File: config.mk
export PLATFORM = sky130hd
export DESIGN_NAME = fifo_xfer_ctrl
export DESIGN_NICKNAME = d
export VERILOG_FILES = /design/src/rtl/fifo_xfer_ctrl.sv
export SDC_FILE = /design/constraint.sdc
export NUM_CORES = 1
export LEC_CHECK = 0
export CAP_MARGIN = 40
export CORE_ASPECT_RATIO = 0.8
export CORE_MARGIN = 2
export CORE_UTILIZATION = 44
export CTS_CLUSTER_SIZE = 25
export DETAILED_ROUTE_END_ITERATION = 8
export DONT_BUFFER_PORTS = 1
export PLACE_DENSITY_LB_ADDON = 0.08
export SLEW_MARGIN = 20
export SYNTH_ARGS = -nofsm -noshare
export SYNTH_HDL_FRONTEND = slang
export SYNTH_SLANG_ARGS = --single-unit
File: constraint.sdc
create_clock -name clk -period 5.83 [get_ports clk]
set_input_delay 1.166 -clock clk [delete_from_list [all_inputs] [get_ports clk]]
set_output_delay 1.166 -clock clk [all_outputs]
set_load 0.02 [all_outputs]
File: src/rtl/fifo_xfer_ctrl.sv
// Transfer controller for the 8-bit test FIFO: reset pulse, burst fill, checked drain, repeat.
// Define FIFO_XFER_CHECK_EN to include the read-data checker; without it err_cnt is tied to 0.
module fifo_xfer_ctrl #(
    parameter logic [7:0]  RST_CYCLES = 8'd4,
    parameter logic [15:0] BURST_LEN  = 16'd16,
    parameter logic [15:0] NUM_BURSTS = 16'd8,
    parameter logic [7:0]  PAT_START  = 8'd0,
    parameter logic [7:0]  PAT_STOP   = 8'd255
) (
    input  logic        clk,
    input  logic        n_rst,
    input  logic        start,
    input  logic        stop_req,
    output logic        fifo_rst,
    output logic        wr_en,
    output logic [7:0]  wr_data,
    output logic        rd_en,
    input  logic [7:0]  rd_data,
    input  logic        full,
    input  logic        empty,
    output logic        busy,
    output logic        done,
    output logic [15:0] burst_cnt,
    output logic [7:0]  err_cnt
);

    typedef enum logic [2:0] {
        S_IDLE,
        S_RESET,
        S_SETTLE,
        S_FILL,
        S_DRAIN,
        S_DONE
    } state_t;

    state_t      state_q, state_d;
    logic [7:0]  rst_cnt_q, rst_cnt_d;
    logic [15:0] wr_left_q, wr_left_d;
    logic [15:0] rd_left_q, rd_left_d;
    logic [7:0]  wr_data_q, wr_data_d;
    logic [15:0] burst_cnt_q, burst_cnt_d;
    logic        fifo_rst_q, fifo_rst_d;
    logic        busy_q, busy_d;
    logic        done_q, done_d;

`ifdef FIFO_XFER_CHECK_EN
    logic        chk_q, chk_d;
    logic [7:0]  exp_q, exp_d;
    logic [7:0]  err_cnt_q, err_cnt_d;
`endif

    function automatic logic [7:0] pat_next(input logic [7:0] v);
        return (v == PAT_STOP) ? PAT_START : v + 8'd1;
    endfunction

    // Write and read strobes stay combinational so a full/empty flag blocks the access in the same cycle.
    assign wr_en = (state_q == S_FILL) && !full && (wr_left_q != 16'd0);
    assign rd_en = (state_q == S_DRAIN) && !empty && (rd_left_q != 16'd0);

    always_comb begin
        // NOTE: every _d gets a default first so no path through the case infers a latch.
        state_d     = state_q;
        rst_cnt_d   = rst_cnt_q;
        wr_left_d   = wr_left_q;
        rd_left_d   = rd_left_q;
        wr_data_d   = wr_data_q;
        burst_cnt_d = burst_cnt_q;
`ifdef FIFO_XFER_CHECK_EN
        chk_d     = rd_en;
        exp_d     = exp_q;
        err_cnt_d = err_cnt_q;
        if (chk_q) begin
            exp_d = pat_next(exp_q);
            if (rd_data != exp_q && err_cnt_q != 8'hFF) begin
                err_cnt_d = err_cnt_q + 8'd1;
            end
        end
`endif

        if (wr_en) begin
            wr_data_d = pat_next(wr_data_q);
            wr_left_d = wr_left_q - 16'd1;
        end
        if (rd_en) begin
            rd_left_d = rd_left_q - 16'd1;
        end

        unique case (state_q)
            S_IDLE, S_DONE: begin
                if (start) begin
                    state_d     = S_RESET;
                    rst_cnt_d   = RST_CYCLES;
                    burst_cnt_d = 16'd0;
                    wr_data_d   = PAT_START;
`ifdef FIFO_XFER_CHECK_EN
                    exp_d     = PAT_START;
                    err_cnt_d = 8'd0;
`endif
                end
            end
            S_RESET: begin
                if (rst_cnt_q <= 8'd1) begin
                    state_d = S_SETTLE;
                end else begin
                    rst_cnt_d = rst_cnt_q - 8'd1;
                end
            end
            S_SETTLE: begin
                if (empty && !full) begin
                    state_d   = S_FILL;
                    wr_left_d = BURST_LEN;
                end
            end
            S_FILL: begin
                // A short burst (full seen) drains only what was actually written.
                if (full || wr_left_d == 16'd0) begin
                    state_d   = S_DRAIN;
                    rd_left_d = BURST_LEN - wr_left_d;
                end
            end
            S_DRAIN: begin
                // rd_left hits 0 one edge after the last rd_en, so this cycle is the final check slot.
                if (rd_left_q == 16'd0) begin
                    burst_cnt_d = burst_cnt_q + 16'd1;
                    if (stop_req || (NUM_BURSTS != 16'd0 && burst_cnt_d == NUM_BURSTS)) begin
                        state_d = S_DONE;
                    end else begin
                        state_d   = S_FILL;
                        wr_left_d = BURST_LEN;
                    end
                end
            end
            default: state_d = S_IDLE;
        endcase

        fifo_rst_d = (state_d == S_RESET);
        busy_d     = (state_d != S_IDLE) && (state_d != S_DONE);
        done_d     = (state_d == S_DONE);
    end

    always_ff @(posedge clk or negedge n_rst) begin
        if (!n_rst) begin
            state_q     <= S_IDLE;
            rst_cnt_q   <= 8'd0;
            wr_left_q   <= 16'd0;
            rd_left_q   <= 16'd0;
            wr_data_q   <= PAT_START;
            burst_cnt_q <= 16'd0;
            fifo_rst_q  <= 1'b0;
            busy_q      <= 1'b0;
            done_q      <= 1'b0;
`ifdef FIFO_XFER_CHECK_EN
            chk_q     <= 1'b0;
            exp_q     <= PAT_START;
            err_cnt_q <= 8'd0;
`endif
        end else begin
            // NOTE: state uses non-blocking assignments so every flop samples pre-edge values.
            state_q     <= state_d;
            rst_cnt_q   <= rst_cnt_d;
            wr_left_q   <= wr_left_d;
            rd_left_q   <= rd_left_d;
            wr_data_q   <= wr_data_d;
            burst_cnt_q <= burst_cnt_d;
            fifo_rst_q  <= fifo_rst_d;
            busy_q      <= busy_d;
            done_q      <= done_d;
`ifdef FIFO_XFER_CHECK_EN
            chk_q     <= chk_d;
            exp_q     <= exp_d;
            err_cnt_q <= err_cnt_d;
`endif
        end
    end

    assign fifo_rst  = fifo_rst_q;
    assign wr_data   = wr_data_q;
    assign busy      = busy_q;
    assign done      = done_q;
    assign burst_cnt = burst_cnt_q;

`ifdef FIFO_XFER_CHECK_EN
    assign err_cnt = err_cnt_q;
`else
    logic unused_rd_data;
    assign unused_rd_data = ^rd_data;
    assign err_cnt        = 8'd0;
`endif

endmodule

Word-level counts from Yosys, hierarchy flattened. Index checks and enable logic that the tools add are counted.

Input port bits: 14. Output and inout bits: 37. Logic and storage cells: 75. Register bits: 70.

Reductions and logical operators: 21. Mux-type cells: 25. Equality and inequality tests: 13. Order comparisons: 1. Add/sub/neg operators: 6.

Operators by type and width (count): two-way mux 16 bit (9); one-hot mux 16 bit (2 select lines) (2); two-way mux 8 bit (6); logical NOT 16 bit (2); nonzero test 16 bit (2); subtractor 16 x 1 -> 16 bit (second input constant) (2); two-way mux 3 bit (6); adder 16 x 1 -> 16 bit (second input constant) (1); equality test 16 x 4 -> 1 bit (second input constant) (1); one-hot mux 8 bit (2 select lines) (1); subtractor 5 x 16 -> 16 bit (first input constant) (1); one-hot mux 3 bit (5 select lines) (1); equality test 3 bit (second input constant) (3); adder 8 x 1 -> 8 bit (second input constant) (1); equality test 8 bit (second input constant) (1); <= comparator 8 x 1 -> 1 bit (second input constant) (1); subtractor 8 x 1 -> 8 bit (second input constant) (1); equality test 3 x 1 -> 1 bit (second input constant) (2); equality test 3 x 2 -> 1 bit (second input constant) (2); logical AND 1 bit (6); AND reduction 3 bit (2); != test 2 bit (second input constant) (2); nonzero test 2 bit (2); logical NOT 3 bit (1); other kinds (6) (8).

Longest topological paths before layout. Gate-level depths: netlist of run 1.

Word-level depth: 10. Mapped depth: 14. Depth with buffers taken out: 12.

Least setup slack after synthesis of run 1. Ideal clock, no wire load.

Path kind: input to register. From: input full. To: register rd_left_q[1]. Path buffers: 1. Data required time: 5.705 ns. Setup time: 0.125 ns. Arrival time: 3.923 ns. Cell stages on the path: 10. Setup slack: 1.782 ns. Path through: nand4bb_1 > a41oi_1 > clkbuf_1 > xnor2_1 > ha_1 > o21ai_0 > nor4_4 > nand3_2 > a21oi_4 > mux2_4.

Cells in the longest elaborated chain, start to end: 8. Elaborated cells between the ends (all ways): 9. Classes of those cells: add/sub (1); mux (3); reduce/logical (5).

Ends and longest elaborated chain: start, declared (RTL line 19) `input logic full,`; logical NOT 1 bit (*) (RTL line 57) `assign wr_en = (state_q == S_FILL) && !full && (wr_left_q != 16'd0);`; logical AND 1 bit (*) (2 in series) (RTL line 57); net wr_en (RTL line 15) `output logic wr_en,`; two-way mux 16 bit (*) (RTL line 80) `if (wr_en) begin`; parallel branches: the longest is 2 deep, another holds subtractor 5 x 16 -> 16 bit; two-way mux 16 bit (*) (RTL line 116) `if (full || wr_left_d == 16'd0) begin`; two-way mux 16 bit (*) (RTL line 88) `unique case (state_q)`; net rd_left_d[1] (RTL line 39) `logic [15:0] rd_left_q, rd_left_d;`; end signal, assigned (RTL line 162) `rd_left_q <= rd_left_d;`; end, declared (RTL line 39).

Mark *: on every way through the listed nets, which the timed path passes. A chain may end at the register's enable or synchronous reset.

Worst setup path in the final report of run 1.
From: register wr_left_q[0]. To: register rd_left_q[1].

Cells in the longest elaborated chain, start to end: 7. Elaborated cells between the ends (all ways): 9. Classes of those cells: add/sub (2); mux (3); reduce/logical (4).

Ends and longest elaborated chain: start, declared (RTL line 38) `logic [15:0] wr_left_q, wr_left_d;`; start signal, assigned (RTL line 161) `wr_left_q <= wr_left_d;`; nonzero test 16 bit (*) (RTL line 57); logical AND 1 bit (*) (RTL line 57); net wr_en (RTL line 15); two-way mux 16 bit (*) (RTL line 80); parallel branches: the longest is 2 deep, another holds subtractor 5 x 16 -> 16 bit; two-way mux 16 bit (*) (RTL line 116); two-way mux 16 bit (*) (RTL line 88); net rd_left_d[1] (RTL line 39).

Marks and branches as above.

==> reports/metrics.cfg, run 1 <==
[timing]
hold_viol=0
clock.fmax_mhz=239
tns_ns=0
finalWorstSetupSlack_ns=1.64
finClkSkew_ns=0.00753
fin_crit_sh=0.718
setup_violations=0
relSlewSlack=0.523
finalMaxSlewViolations=0
rsz0062_at_grt=false
max_slew.worst_pin.slew_ns=0.714
fin_crit_ns=4.19

[job]
maxCapViolCount=0

[floorplanning]
start_util=0.449
die_h_microns=95.2
ios=51
rows=33
die-area_sq_mm=0.0112
core_region_area_sq_mm=0.0102
die_x_microns=118

[power_and_ir_drop]
p_leak_uw=0.00204
vdd_drop_max_uv=179
power_density_mw_per_mm2=500
finalPower_uw=2450

[synth]
synthArstFlopShare=1.00
synthCells=505
synth_top_cell_by_area=dfrtp_1
synth_area_leaders=dfrtp_1 38%, xnor2_1 6.3%, xor2_1 5.2%
synth-seq-cells=70
yosysTopAreaCellShare=0.383
synth_edf_count=0
synth_cell_types=70
postSynthAreaPerCell_sq_um=9.06
yosysWarnings=0
synth_ff_type=dfrtp_1
synth.cell_area_sq_mm=0.00458
seq_area_frac_synth=0.383

[final_layout]
final_area_sq_mm=0.00490
final_cell_mix=70 x dfrtp_1, 58 x nor2_1, 49 x nand2_1, 33 x xnor2_1, 32 x o21ai_0
layout_commonest_cell=dfrtp_1
fillCellCount=999
area_growth_pct=7.05
fin_nets=518
drive_gt1_frac=0.0898
antennaDiodeCount=0

[detailed_routing]
dr_wl_met2_microns=4160
dr_wl_met3_microns=492
wl_met1_microns=5340
vias_per_cell=5.46
drc=0
antenna_left=0
wl_per_cell_microns=15.7
drt_pass1_iterations=4
routed.top_layer=met4
vias=3501
wirelength_microns=10100
drtIter0Drc=260

[critical_path]
path_class=reg2reg
startpoint_type=register
worstPathRequired_ns=6.05
cpMaxStageDelayCell=a21oi_4
cp_max_fo=16
slowest_delay_ns=0.64
end_kind=register
path_cells=inv_1, ha_1, nor4b_4, a41oi_2, buf_6, o21ai_0, ha_1, o21ai_0, nor4_4, nand3_2, a21oi_4, mux2_4
cp.arrival_ns=4.40

[global_routing]
grt_overflow=0
grt_pass1_vias=3268
track_usage=0.188
grt_first_pass_wirelength_microns=16900
grt_start_max_net_pins=71
antenna_found_initial=0

[status]
status=finished, final reports clean

[clock_network]
cts_tree=built
cts_root_buffer=clkbuf_16
cts_buffers=9
cts_resized=0
hold_buffers=0
htreeDepth=3
clock_latency_ns=0.33
cts_sinks=70
path_clk_slew_ns=0.06
post_cts_buffers=0
cts.path.max_buffers=2

[place]
hpwl_microns=7180
gp_congestion=0.846
dp_slack_ns=1.03
io_buffers=0
postPlaceCellArea_sq_mm=0.00461

[worst_hold_path]
hp-class=in2async

## cell type report
| cell class | instances | area [sq um] | share of cell area |
|---|---|---|---|
| Clock buffer | 12 | 256 | 0.0523 |
| Clock inverter | 3 | 20.0 | 0.00409 |
| Inverter | 14 | 52.6 | 0.0107 |
| Multi-Input combinational cell | 400 | 2630 | 0.536 |
| Sequential cell | 70 | 1750 | 0.358 |
| Tap cell | 140 | 175 | 0.0358 |
| Timing Repair Buffer | 2 | 18.8 | 0.00383 |
## stage by stage
stage | hold WS [ns] | std cells | utilization
after floorplan | 0.498 | 512 | -
after global placement | 0.521 | 625 | 0.452
after detailed placement | 0.528 | 625 | 0.452
after CTS | 0.513 | 640 | 0.479
after global routing | 0.511 | 641 | 0.480
final | 0.528 | 641 | 0.480
## state kept, by name (all words and copies together) (netlist names), 3 cells and up
register,count
burst_cnt,16
state_q,3
rd_left_q,16
rst_cnt_q,8
wr_data,8
wr_left_q,16
## cells by family after synthesis
| logic type | Yosys count | share of synthesized area |
|---|---|---|
| AOI/OAI and AO/OA | 75 | 0.106 |
| xor gates and xnor gates | 61 | 0.118 |
| adders and majority gates | 7 | 0.0191 |
| buffers and inverters | 42 | 0.0511 |
| DFF | 70 | 0.383 |
| muxes | 19 | 0.0437 |
| other | 1 | 0.000819 |
| and+or+nand+nor | 230 | 0.278 |
## critical path: cells and delay by family, from the launching register on
kind                     cells  cell delay, ns
buffers and inverters        2            0.29
AO/OA/AOI/OAI                4            1.43
adder cells (fa/ha/maj)      2            0.55
AND/OR/NAND/NOR              3            1.00
flip-flops                   1            0.43
multiplexers                 1            0.35
## worst paths after layout
path	startpoint	endpoint	slack [ns]	cells after the start
max	wr_left_q[0]$_DFF_PN0_	rd_left_q[1]$_DFF_PN0_	1.64	12
min	n_rst	burst_cnt[0]$_DFFE_PN0P_	0.53	0
max reg2reg	wr_left_q[0]$_DFF_PN0_	rd_left_q[1]$_DFF_PN0_	1.64	12
min reg2reg	rst_cnt_q[4]$_DFFE_PN0P_	rst_cnt_q[4]$_DFFE_PN0P_	0.54	2
max in group asynchronous	n_rst	wr_left_q[13]$_DFF_PN0_	5.20	0
min in group clk	rst_cnt_q[4]$_DFFE_PN0P_	rst_cnt_q[4]$_DFFE_PN0P_	0.54	2
## per-layer routing
layer,up-vias,global-route usage
li1,1748,-
met1,1665,0.275
met2,80,0.275
met3,8,0.0520
met4,0,0.0452
met5,-,0
## synthesized netlist by cell type (12+ instances only)
library cell,instances
inv_1,13
nand4_1,12
nor2_1,58
nor4_1,12
xor2_1,27
dfrtp_1,70
nand2_1,49
o21ai_0,32
xnor2_1,33
mux2i_1,17
nor3_1,16
nand3_1,17
## report_power, final
group / switching [uW] / internal [uW]
clock: 201 / 308
sequential: 229 / 628
combinational: 612 / 474
Power figures use the tool's default switching activity.
==> run 2, diff against run 1 <==
==> constraint.sdc (replaced) <==
create_clock -name clk -period 4.25 [get_ports clk]
set_input_delay 0.85 -clock clk [delete_from_list [all_inputs] [get_ports clk]]
set_output_delay 0.85 -clock clk [all_outputs]
set_load 0.02 [all_outputs]
==> run 2 against run 1 <==
Cell area is 1.6% higher. First-iteration DRC count is 5.8% lower. Power is 45% higher. Non-clock buffer count is 5 higher. Clock power is 61% higher. Sequential power is 38% higher. Fmax is 16% higher. Hold slack worse by 0.32 ns. Via count is 1.2% higher. Clock skew is 0.0021 ns higher.
==> reports/metrics.cfg, run 2 (synthesized netlist as in run 1, its figures left out) <==
[critical_path]
critical_path_buf_inv_count=2
cp_max_fo=15
path_class=reg2reg
slowest_delay_ns=0.46
path_cells=inv_1, ha_1, nor4b_4, a41oi_2, xnor2_1, ha_1, o21ai_0, nor4_4, nand3_2, a21oi_4, buf_4, mux2i_1
startpoint_type=register
cpMaxStageDelayCell=nor4b_4
cp_common_cell=ha_1
critPathTopFamily=simple AND/OR/NAND/NOR gates
ff2ff_path_depth=12
cp.arrival_ns=3.85
end_kind=register
worstPathRequired_ns=4.50
r2r_setup_slack_ns=0.65
cp.depth=12

[clock_network]
cts_root_buffer=clkbuf_16
cts_buffers=9
path_clk_slew_ns=0.06
cts_resized=0
clock_latency_ns=0.34
cts_tree=built
htreeDepth=3
post_cts_buffers=0
cts_sinks=70
hold_buffers=0
cts.path.max_buffers=2

[timing]
fin_crit_ns=3.60
finalWorstSetupSlack_ns=0.653
rsz0062_at_grt=false
fin_crit_sh=0.846
tns_ns=0
hold_viol=0
finClkSkew_ns=0.00960
setup_violations=0
clock.fmax_mhz=278
relSlewSlack=0.551
max_slew.worst_pin.slew_ns=0.668
finalMaxSlewViolations=0

[detailed_routing]
vias=3544
drt_pass1_iterations=5
wirelength_microns=10400
vias_per_cell=5.48
wl_per_cell_microns=16.1
antenna_left=0
drtIter0Drc=245
drc=0

[final_layout]
area_growth_pct=8.80
stdcell_count=647
post-route-util=0.488
drive_gt1_frac=0.103
layout_commonest_cell=dfrtp_1
antennaDiodeCount=0
final_cell_mix=70 x dfrtp_1, 58 x nor2_1, 49 x nand2_1, 33 x xnor2_1, 32 x o21ai_0
fin_nets=523

[floorplanning]
die_x_microns=118
rows=33
die-area_sq_mm=0.0112
core_region_area_sq_mm=0.0102
start_util=0.449
die_h_microns=95.2
ios=51

[global_routing]
antenna_found_initial=0
grt_start_max_net_pins=71
grt_pass1_vias=3324
grt.met3_usage=0.0568
grt_overflow=0
track_usage=0.196
use_met1=0.288
grt_use_met2=0.280
gr-max-usage-layer=met1
grt_first_pass_wirelength_microns=17400

[job]
maxCapViolCount=0

[worst_hold_path]
hp-class=in2async

[place]
dp_slack_ns=0.627
gp_congestion=0.815
io_buffers=0
hpwl_microns=7380
place_inst=631

[power_and_ir_drop]
vdd_drop_max_uv=331
p_leak_uw=0.00208
power_density_mw_per_mm2=712

[status]
status=finished, final reports clean

## run 2: per-stage QoR
step,area (sq um),hold slack [ns],power [uW]
after floorplan,4600,0.498,2350
after global placement,4660,0.520,2690
after detailed placement,4660,0.541,2720
after CTS,4980,0.192,3560
after global routing,4980,0.190,3820
final,4980,0.206,3540
## run 2: worst register-to-register path: cells and delay by family, from the launching register on
family,cells,cell delay [ns]
AO/OA/AOI/OAI,3,0.65
XOR/XNOR,1,0.36
adder cells (fa/ha/maj),2,0.52
buffers and inverters,2,0.38
flip-flops,1,0.43
multiplexers,1,0.24
AND/OR/NAND/NOR,3,0.94
## run 2: final timing paths
path	from	endpoint
max in group asynchronous	n_rst	wr_left_q[5]$_DFF_PN0_
min in group clk	rst_cnt_q[7]$_DFFE_PN0P_	rst_cnt_q[7]$_DFFE_PN0P_
setup / recovery	wr_left_q[0]$_DFF_PN0_	rd_left_q[5]$_DFF_PN0_
hold / removal	n_rst	rst_cnt_q[0]$_DFFE_PN0P_
hold reg to reg	rst_cnt_q[7]$_DFFE_PN0P_	rst_cnt_q[7]$_DFFE_PN0P_
setup reg to reg	wr_left_q[0]$_DFF_PN0_	rd_left_q[5]$_DFF_PN0_
## run 2: area by class of cell
cell class	count	area, sq um
fillers	986	5220
multi-input cells	400	2630
flip-flops and latches	70	1750
clock buffers	9	225
well taps	140	175
clock inverters	7	97.6
repair buffers	7	52.6
inverters	14	52.6
## run 2: where the power goes
group | total, uW | leakage (uW) | internal (uW) | switching [uW]
clock | 820 | 0.000152 | 516 | 304
sequential | 1180 | 0.000914 | 861 | 317
combinational | 1550 | 0.00102 | 685 | 861
## run 2: layer usage
metal,vias to the layer above,part of all wire
met1,1676,0.52
met4,0,0.0085
li1,1768,-
met2,93,0.42
met5,-,0
met3,7,0.053
